$ cat src/rtl/sap_control_sequencer_pkg.sv
// SAP-1 sequencer shared types: T-state ring encoding, opcodes, control-word constants, decoder.
// Latency: n/a (types and a combinational decode function only).
// Backpressure: n/a.
package sap_control_sequencer_pkg;

    // Control word bit order: cp ep lm_n ce_n li_n ei_n la_n ea su eu lb_n lo_n (bit 11 .. bit 0)
    localparam int CW_W = 12;

    // One-hot T-state ring; T1 is bit 0 so rotation is a left shift
    typedef enum logic [5:0] {
        T1 = 6'b000001,
        T2 = 6'b000010,
        T3 = 6'b000100,
        T4 = 6'b001000,
        T5 = 6'b010000,
        T6 = 6'b100000
    } STATE_t;

    typedef enum logic [3:0] {
        LDA = 4'h0,
        ADD = 4'h1,
        SUB = 4'h2,
        OUT = 4'hE,
        HLT = 4'hF
    } OPCODE_t;

    // Idle: every active-low pin high, every active-high pin low
    localparam logic [CW_W-1:0] CW_IDLE = 12'h3E3;
    localparam logic [CW_W-1:0] CW_T1   = 12'h5E3;  // EP, LM_n: PC -> MAR
    localparam logic [CW_W-1:0] CW_T2   = 12'hBE3;  // CP: increment PC
    localparam logic [CW_W-1:0] CW_T3   = 12'h263;  // CE_n, LI_n: RAM -> IR

    // Control word for a T-state / opcode pair; unknown opcodes execute as NOP
    function automatic logic [CW_W-1:0] cw_decode(input STATE_t t, input OPCODE_t op);
        logic [CW_W-1:0] cw;
        cw = CW_IDLE;
        case (t)
            T1: cw = CW_T1;
            T2: cw = CW_T2;
            T3: cw = CW_T3;
            T4: begin
                case (op)
                    LDA, ADD, SUB: cw = 12'h1A3;
                    OUT:           cw = 12'h3F2;
                    default:       cw = CW_IDLE;
                endcase
            end
            T5: begin
                case (op)
                    LDA:      cw = 12'h2C3;
                    ADD, SUB: cw = 12'h2E1;
                    default:  cw = CW_IDLE;
                endcase
            end
            T6: begin
                case (op)
                    ADD:     cw = 12'h3C7;
                    SUB:     cw = 12'h3CF;
                    default: cw = CW_IDLE;
                endcase
            end
            default: cw = CW_IDLE;
        endcase
        return cw;
    endfunction

endpackage

$ cat src/rtl/sap_control_sequencer_if.sv
// Sequencer-facing bus: opcode/mode/step in, control word and status out.
// Latency: n/a (wires only).
// Backpressure: none; step is a level request, edge detected inside the sequencer.
interface sap_control_sequencer_if #(
    parameter int OPW = 4
);
    logic [OPW-1:0] ir_opcode;
    logic           run;
    logic           step;
    logic [11:0]    con;
    logic [5:0]     tstate;
    logic           halted;
    logic           instr_done;

    modport master (
        output ir_opcode, run, step,
        input  con, tstate, halted, instr_done
    );

    modport slave (
        input  ir_opcode, run, step,
        output con, tstate, halted, instr_done
    );
endinterface

$ cat src/rtl/sap_control_sequencer_ring_counter.sv
// One-hot T1..T6 ring counter with advance, force-to-T1, freeze and self-correction.
// Latency: state changes on the clock edge after the controls are presented.
// Backpressure: freeze holds the ring; an illegal (non one-hot) value always returns to T1.
module sap_control_sequencer_ring_counter
    import sap_control_sequencer_pkg::*;
(
    input  logic   clk,
    input  logic   rst_n,
    input  logic   advance,
    input  logic   force_t1,
    input  logic   freeze,
    output STATE_t tstate
);
    STATE_t     state_q;
    STATE_t     state_d;
    logic [5:0] raw;
    logic       legal;

    // State register; reset lands on T1
    always_ff @(posedge clk or negedge rst_n) begin
        if (!rst_n) state_q <= T1;
        else        state_q <= state_d;
    end

    // Next state: corruption recovery beats freeze, freeze beats advance
    always_comb begin
        state_d = state_q;
        raw     = state_q;
        legal   = (raw != 6'd0) && ((raw & (raw - 6'd1)) == 6'd0);
        if (!legal) begin
            state_d = T1;
        end else if (freeze) begin
            state_d = state_q;
        end else if (advance) begin
            state_d = force_t1 ? T1 : STATE_t'({raw[4:0], raw[5]});
        end
    end

    assign tstate = state_q;
endmodule

$ cat src/rtl/sap_control_sequencer.sv
// SAP-1 control sequencer: ring counter + opcode decode -> 12-bit control word, with step/halt.
// Latency: con/instr_done are combinational from tstate/opcode; a step edge advances one cycle later.
// Backpressure: run=0 holds the ring between step edges; HLT freezes it at T4 until reset.
module sap_control_sequencer
    import sap_control_sequencer_pkg::*;
#(
    parameter bit SHORT_CYCLE = 1'b0,
    parameter int OPW         = 4
) (
    input  logic                    clk,
    input  logic                    rst_n,
    sap_control_sequencer_if.slave  bus
);
    logic [OPW-1:0] opcode_raw;
    OPCODE_t        op;
    STATE_t         tstate;
    STATE_t         last_t;
    logic           step_q;
    logic           step_edge_q;
    logic           halted_q;
    logic           hlt_now;
    logic           done_c;
    logic           advance;
    logic           freeze;

    assign opcode_raw = bus.ir_opcode;

    // Step edge detector and sticky halt flag; edges seen in free-run are dropped so a
    // step held across a run->step switch cannot add an extra advance
    always_ff @(posedge clk or negedge rst_n) begin
        if (!rst_n) begin
            step_q      <= 1'b0;
            step_edge_q <= 1'b0;
            halted_q    <= 1'b0;
        end else begin
            step_q      <= bus.step;
            step_edge_q <= bus.step & ~step_q & ~bus.run;
            if (hlt_now) halted_q <= 1'b1;
        end
    end

    // Opcode view, instruction length, ring controls and control-word decode
    always_comb begin
        op      = OPCODE_t'(opcode_raw[3:0]);
        last_t  = T6;
        if (SHORT_CYCLE) begin
            case (op)
                LDA:      last_t = T5;
                ADD, SUB: last_t = T6;
                default:  last_t = T4;
            endcase
        end
        hlt_now = (tstate == T4) && (op == HLT);
        done_c  = (tstate == last_t) && (op != HLT) && !halted_q;
        advance = bus.run | step_edge_q;
        freeze  = halted_q | hlt_now;
        bus.con = halted_q ? CW_IDLE : cw_decode(tstate, op);
    end

    sap_control_sequencer_ring_counter u_ring (
        .clk      (clk),
        .rst_n    (rst_n),
        .advance  (advance),
        .force_t1 (done_c),
        .freeze   (freeze),
        .tstate   (tstate)
    );

    assign bus.tstate     = tstate;
    assign bus.halted     = halted_q;
    assign bus.instr_done = done_c;
endmodule
$ cat src/flat_wrapper.sv
// flat-port wrapper written by rule: the top's interface ports become plain ports
module sap_control_sequencer_flat import sap_control_sequencer_pkg::*;
#(
    parameter bit SHORT_CYCLE = 1'b0,
    parameter int OPW         = 4
)
  (clk, rst_n, bus_ir_opcode, bus_run, bus_step, bus_con, bus_tstate, bus_halted, bus_instr_done);
  sap_control_sequencer_if #(.OPW(OPW)) bus_i ();
  input  logic clk;
  input  logic rst_n;
  input wire logic [$bits(bus_i.ir_opcode)-1:0] bus_ir_opcode;
  input wire logic [$bits(bus_i.run)-1:0] bus_run;
  input wire logic [$bits(bus_i.step)-1:0] bus_step;
  output wire logic [$bits(bus_i.con)-1:0] bus_con;
  output wire logic [$bits(bus_i.tstate)-1:0] bus_tstate;
  output wire logic [$bits(bus_i.halted)-1:0] bus_halted;
  output wire logic [$bits(bus_i.instr_done)-1:0] bus_instr_done;
  assign bus_i.ir_opcode = bus_ir_opcode;
  assign bus_i.run = bus_run;
  assign bus_i.step = bus_step;
  assign bus_con = bus_i.con;
  assign bus_tstate = bus_i.tstate;
  assign bus_halted = bus_i.halted;
  assign bus_instr_done = bus_i.instr_done;
  sap_control_sequencer #(.SHORT_CYCLE(SHORT_CYCLE), .OPW(OPW)) u_core (.clk(clk), .rst_n(rst_n), .bus(bus_i));
endmodule
$ cat config.mk
export PLATFORM = sky130hd
export DESIGN_NAME = sap_control_sequencer_flat
export DESIGN_NICKNAME = d
export VERILOG_FILES = /design/src/rtl/sap_control_sequencer_pkg.sv /design/src/rtl/sap_control_sequencer_if.sv /design/src/rtl/sap_control_sequencer_ring_counter.sv /design/src/rtl/sap_control_sequencer.sv /design/src/flat_wrapper.sv
export SDC_FILE = /design/constraint.sdc
export NUM_CORES = 1
export LEC_CHECK = 0
export ABC_AREA = 1
export BUFFER_PORTS_ARGS = -buffer_cell sky130_fd_sc_hd__buf_2
export CORE_MARGIN = 2
export CORE_UTILIZATION = 44
export DETAILED_ROUTE_END_ITERATION = 7
export GPL_TIMING_DRIVEN = 0
export PLACE_DENSITY = 0.74
export SETUP_SLACK_MARGIN = 0.1
export SYNTH_ARGS = -nofsm -noshare
export SYNTH_HDL_FRONTEND = slang
export SYNTH_HIERARCHICAL = 1
export SYNTH_SLANG_ARGS = --single-unit
$ cat constraint.sdc
create_clock -name clk -period 1.38 [get_ports clk]
set_input_delay 0.345 -clock clk [delete_from_list [all_inputs] [get_ports clk]]
set_output_delay 0.345 -clock clk [all_outputs]
set_load 0.05 [all_outputs]
== After elaboration in Yosys (flattened, before gate mapping) ==
Cells that the tools add are included.
Word-level totals
  flip-flop bits (word level): 9
  latch bits: 0
  bits in writable memories: 0
  memory bits (read-only): 0
  output and inout bits: 20
  word-level logic and storage cells: 45
  memories kept: 0
Cells by class
  add/subtract/negate cells: 1
  multipliers: 0
  div/mod/pow operators: 0
  $lt $le $gt $ge: 0
  equal/unequal tests: 13
  shift-type cells: 0
  multiplexer cells: 9
  bitwise operators: 7
  reduce and logical (&&, ||, !) cells: 11
Operators by type and width (count)
  $pmux W12 S6: 1
  $mux W6: 4
  $pmux W10 S2: 1
  $pmux W9 S2: 1
  $mux W12: 1
  $pmux W6 S2: 1
  $eq A4 B4 Y1 const B: 2
  $and A6 B6 Y6: 1
  $eq A6 B1 Y1 const B: 1
  $eq A6 B2 Y1 const B: 1
  $eq A6 B3 Y1 const B: 1
  $eq A6 B4 Y1 const B: 1
  $eq A6 B5 Y1 const B: 1
  $eq A6 B6 Y1 const B: 1
  $logic_not A6 Y1: 1
  $reduce_bool A6 Y1: 1
  $sub A6 B1 Y6 const B: 1
  $eq A4 B1 Y1 const B: 1
  $eq A4 B2 Y1 const B: 1
  $logic_and A1 B1 Y1: 4
  $logic_not A4 Y1: 1
  $ne A4 B4 Y1 const B: 1
  $reduce_or A3 Y1: 1
  $and A1 B1 Y1: 2
  7 further kinds: 9

== Logic depth before layout (Yosys ltp) ==
  word-level depth: 7
  mapped depth: 11

== Cells and area by module ==
The synthesis kept the hierarchy.
By module, submodules not included
  sap_control_sequencer: instances 1, cells an instance 86, area an instance 459.2 um^2, seq. area each 75.1 um^2
  sap_control_sequencer_ring_counter: instances 1, cells an instance 51, area an instance 371.6 um^2, seq. area each 151.4 um^2

== Worst setup path after synthesis ==
No wires, ideal clock.
  path type: register to output
  start point: reg u_core.u_ring.state_q[3] (netlist: u_core/u_ring/tstate[3])
  end point: out bus_con[4]
  arrival: 2.113 ns
  data required time: 1.035 ns
  setup slack: -1.078 ns
  stages on the path, launching flop included: 5
  path buffers: 0
  path through: dfrtp_1 -> inv_1 -> nor2_1 -> nand3_1 -> nor3_1
Between the ends
  cells in the longest elaborated chain, start to end: 3
Ends and longest elaborated chain
  from (decl): line sap_control_sequencer_ring_counter.sv:14  | STATE_t state_q;
  from (signal assigned): line sap_control_sequencer_ring_counter.sv:22  | else state_q <= state_d;
  $eq A6 B6 Y1 (tied with other cells): line sap_control_sequencer_pkg.sv:37  | case (t)
  $pmux W12 S6 *: line sap_control_sequencer_pkg.sv:37
  $mux W12 *: line sap_control_sequencer.sv:57  | bus.con = halted_q ? CW_IDLE : cw_decode(tstate, op);
  to (decl): line flat_wrapper.sv:14  | output wire logic [$bits(bus_i.con)-1:0] bus_con;
Every way passes the cells marked *; elsewhere a longest branch is shown, timed or not.

== Final worst setup path ==
  start point: reg u_core.u_ring.state_q[2] (netlist: u_core/u_ring/tstate[2])
  end point: out bus_con[0]
Same word-level chain as after synthesis.

==> impl_metrics.csv <==
group,metric,value,unit
power,vdd_drop_max,499.6,uV
setup_path,critPathLaunchType,"flop",
layout,layout_commonest_cell,"nand2_1",
floorplanning,die_y,47.46,um
min_path,hp-class,"in -> reg",
layout,nFillCells,84,
synth,ys_seq_elements,9,
synth,avgSynthCellArea,6.064,um2
synth,ys_warn_count,6,
clocking,cts_tree,"yes",
drt,drc,0,
synth,syn_nets,145,
drt,drt_iter0_drc,38,
global_route,grt_pass1_vias,1079,
sta,grt_setup_unrepaired,"yes",
layout,syn_to_final_growth,85.54,%
global_route,grt_pass1_wl,4802,um
layout,antenna_cells,0,
floorplanning,die_area,2252,um2
sta,slew_headroom,0.8044,
placed_design,gp_routability_congestion,0.8719,
placed_design,dpl_cell_area,1115,um2
global_route,grt_max_degree,10,
clocking,cts_made_buffers,3,
placed_design,hpwl,1644,um
floorplanning,die_w,47.46,um
synth,async_flop_share,1.000,
sta,worst_pin_slew,0.2923,ns
setup_path,critPathKind,"reg -> out",
setup_path,end_kind,"primary output",
synth,syn-cell-area,830.8,um2
synth,synth_cells,137,
clocking,clockBufferDepth,2,
clocking,clkTransAtPathRegs,0.05,ns
power,power-per-cell-area,321.8,nW/um2
clocking,root_buffer,"clkbuf_4",
drt,routed_wl,3313,um
floorplanning,coreArea,1745,um2
synth,synth_seq_area_share,0.2726,
layout,mostFrequentLayoutCells,"20 x nand2_1, 16 x buf_6, 16 x inv_1",
layout,finalNetCount,193,
clocking,clk-insertion-delay-late,0.25,ns
synth,ys.flop_type,"dfrtp_1",
drt,dr.pass1.iters,4,
flow_run,max-cap-violations,0,
synth,synthDistinctLibCells,21,
clocking,cts_htree_levels,1,
drt,ant_nets,0,
drt,wl_per_cell,15.85,um
floorplanning,ios,28,
setup_path,cp.arrival,1.65,ns
sta,finalHoldViolCount,0,
sta,setup_viol,21,
sta,finalCritPeriodShare,1.447,
synth,synth_edf_count,0,
layout,drive_gt1_frac,0.5815,
global_route,overflow,0,
global_route,grt.total_usage,0.3167,
outcome,status,"complete, but fails checks",
floorplanning,start_util,0.4760,
sta,fin_crit,1.997,ns
layout,design_area,1541,um2
setup_path,required,1.03,ns
clocking,cts.sinks,9,
sta,fin_setup_tns,-9.203,ns
setup_path,path_max_fanout,5,
power,p_leak,0.0006865,uW
sta,skew,0.001237,ns
outcome,violations,"setup timing",
sta,fin_ws,-0.6171,ns
placed_design,portBuffers,27,
drt,vias,1136,
global_route,antenna_found_initial,0,
sta,slew_viol_final,0,
drt,via_per_inst,5.435,
layout,post-route-util,0.8832,
floorplanning,rows,15,
placed_design,place_ws,-0.5218,ns
sta,max_freq,0.5007,GHz
## power breakdown
part	switching [uW]	leakage [uW]	total (uW)	internal (uW)
clock network	79.6	0.0000150	190	111
logic	24.0	0.000566	38.8	14.7
registers	0.584	0.000105	267	266
## worst max-delay path: stages (launching register included)
cell and delay (ns):
dfrtp_4 0.52, nor2_4 0.18, buf_4 0.15, nand3_4 0.10, nand2_2 0.11, inv_2 0.05, nand3_4 0.07, nand3_4 0.07
buf_8 0.15
## worst paths after layout
kind	start	to	slack [ns]	cells after the start
max in group asynchronous	rst_n	u_core/u_ring/tstate[0]$_DFFE_PN1P_	0.67	2
min reg2reg	u_core/step_q$_DFF_PN0_	u_core/step_edge_q$_DFF_PN0_	0.40	1
min	bus_step	u_core/step_q$_DFF_PN0_	0.21	1
max reg2reg	u_core/u_ring/tstate[2]$_DFFE_PN0P_	u_core/u_ring/tstate[0]$_DFFE_PN1P_	-0.39	9
min in group asynchronous	rst_n	u_core/u_ring/tstate[5]$_DFFE_PN0P_	0.47	2
max	u_core/u_ring/tstate[2]$_DFFE_PN0P_	bus_con[0]	-0.62	8
## routing by layer
metal  wire (um)  GRT usage
met3         238    0.04906
met2        1816     0.6027
met4         102     0.1556
met1        1155     0.3325
met5           0          0
## cell usage after synthesis, types with 2 or more instances
cell type	instances	area, um2
nand2_1	25	93.84
inv_1	20	75.07
o21ai_1	2	10.01
o21ai_0	10	50.05
nor2_1	26	97.59
dfrtp_1	8	200.2
nor2_2	7	43.79
nand2_2	8	50.05
nand4_1	3	18.77
nand3_1	11	55.05
nand3_2	2	20.02
inv_2	4	15.01
a21oi_1	3	15.01
## per-stage QoR
stage,std cells,hold WS (ns),power (uW)
floorplan,137,0.04941,286.7
global placement,189,0.1968,305.7
detailed placement,189,0.1990,307.1
CTS,207,0.2023,505.0
global route,209,0.2012,525.0
finish,209,0.2107,496.0
## state kept, by name, summed over array words and instances (netlist names)
signal and flops:
u_core/u_ring/tstate 6, u_core/bus.halted 1, u_core/step_edge_q 1, u_core/step_q 1
## kinds of logic (layout without fill, tap and decap cells)
family	after synthesis	in the layout	share of synthesized area
buf+inv	25	72	0.1175
simple gates	86	86	0.5000
compound gates	17	17	0.1099
flops	9	9	0.2726
## cell type report
cell class / count / area, um2 / area share
inverter: 24 / 92.59 / 0.06006
clock buffer: 4 / 26.28 / 0.01705
timing repair buffer: 43 / 436.7 / 0.2833
sequential: 9 / 240.2 / 0.1558
multi-input combinational: 103 / 703.2 / 0.4562
buffer: 1 / 11.26 / 0.007305
tap: 25 / 31.28 / 0.02029
## timing repair
item | CTS | global route
hold endpoints to repair | 8 | 0
endpoints found under the setup margin | 26 | 27
cloned | 1 | 0
hold buffers | 1 | 0
pin swaps | 10 | 6
resized for setup | 75 | 8
buffers inserted | 12 | 3
No activity file was read; power rests on OpenSTA's default activity.
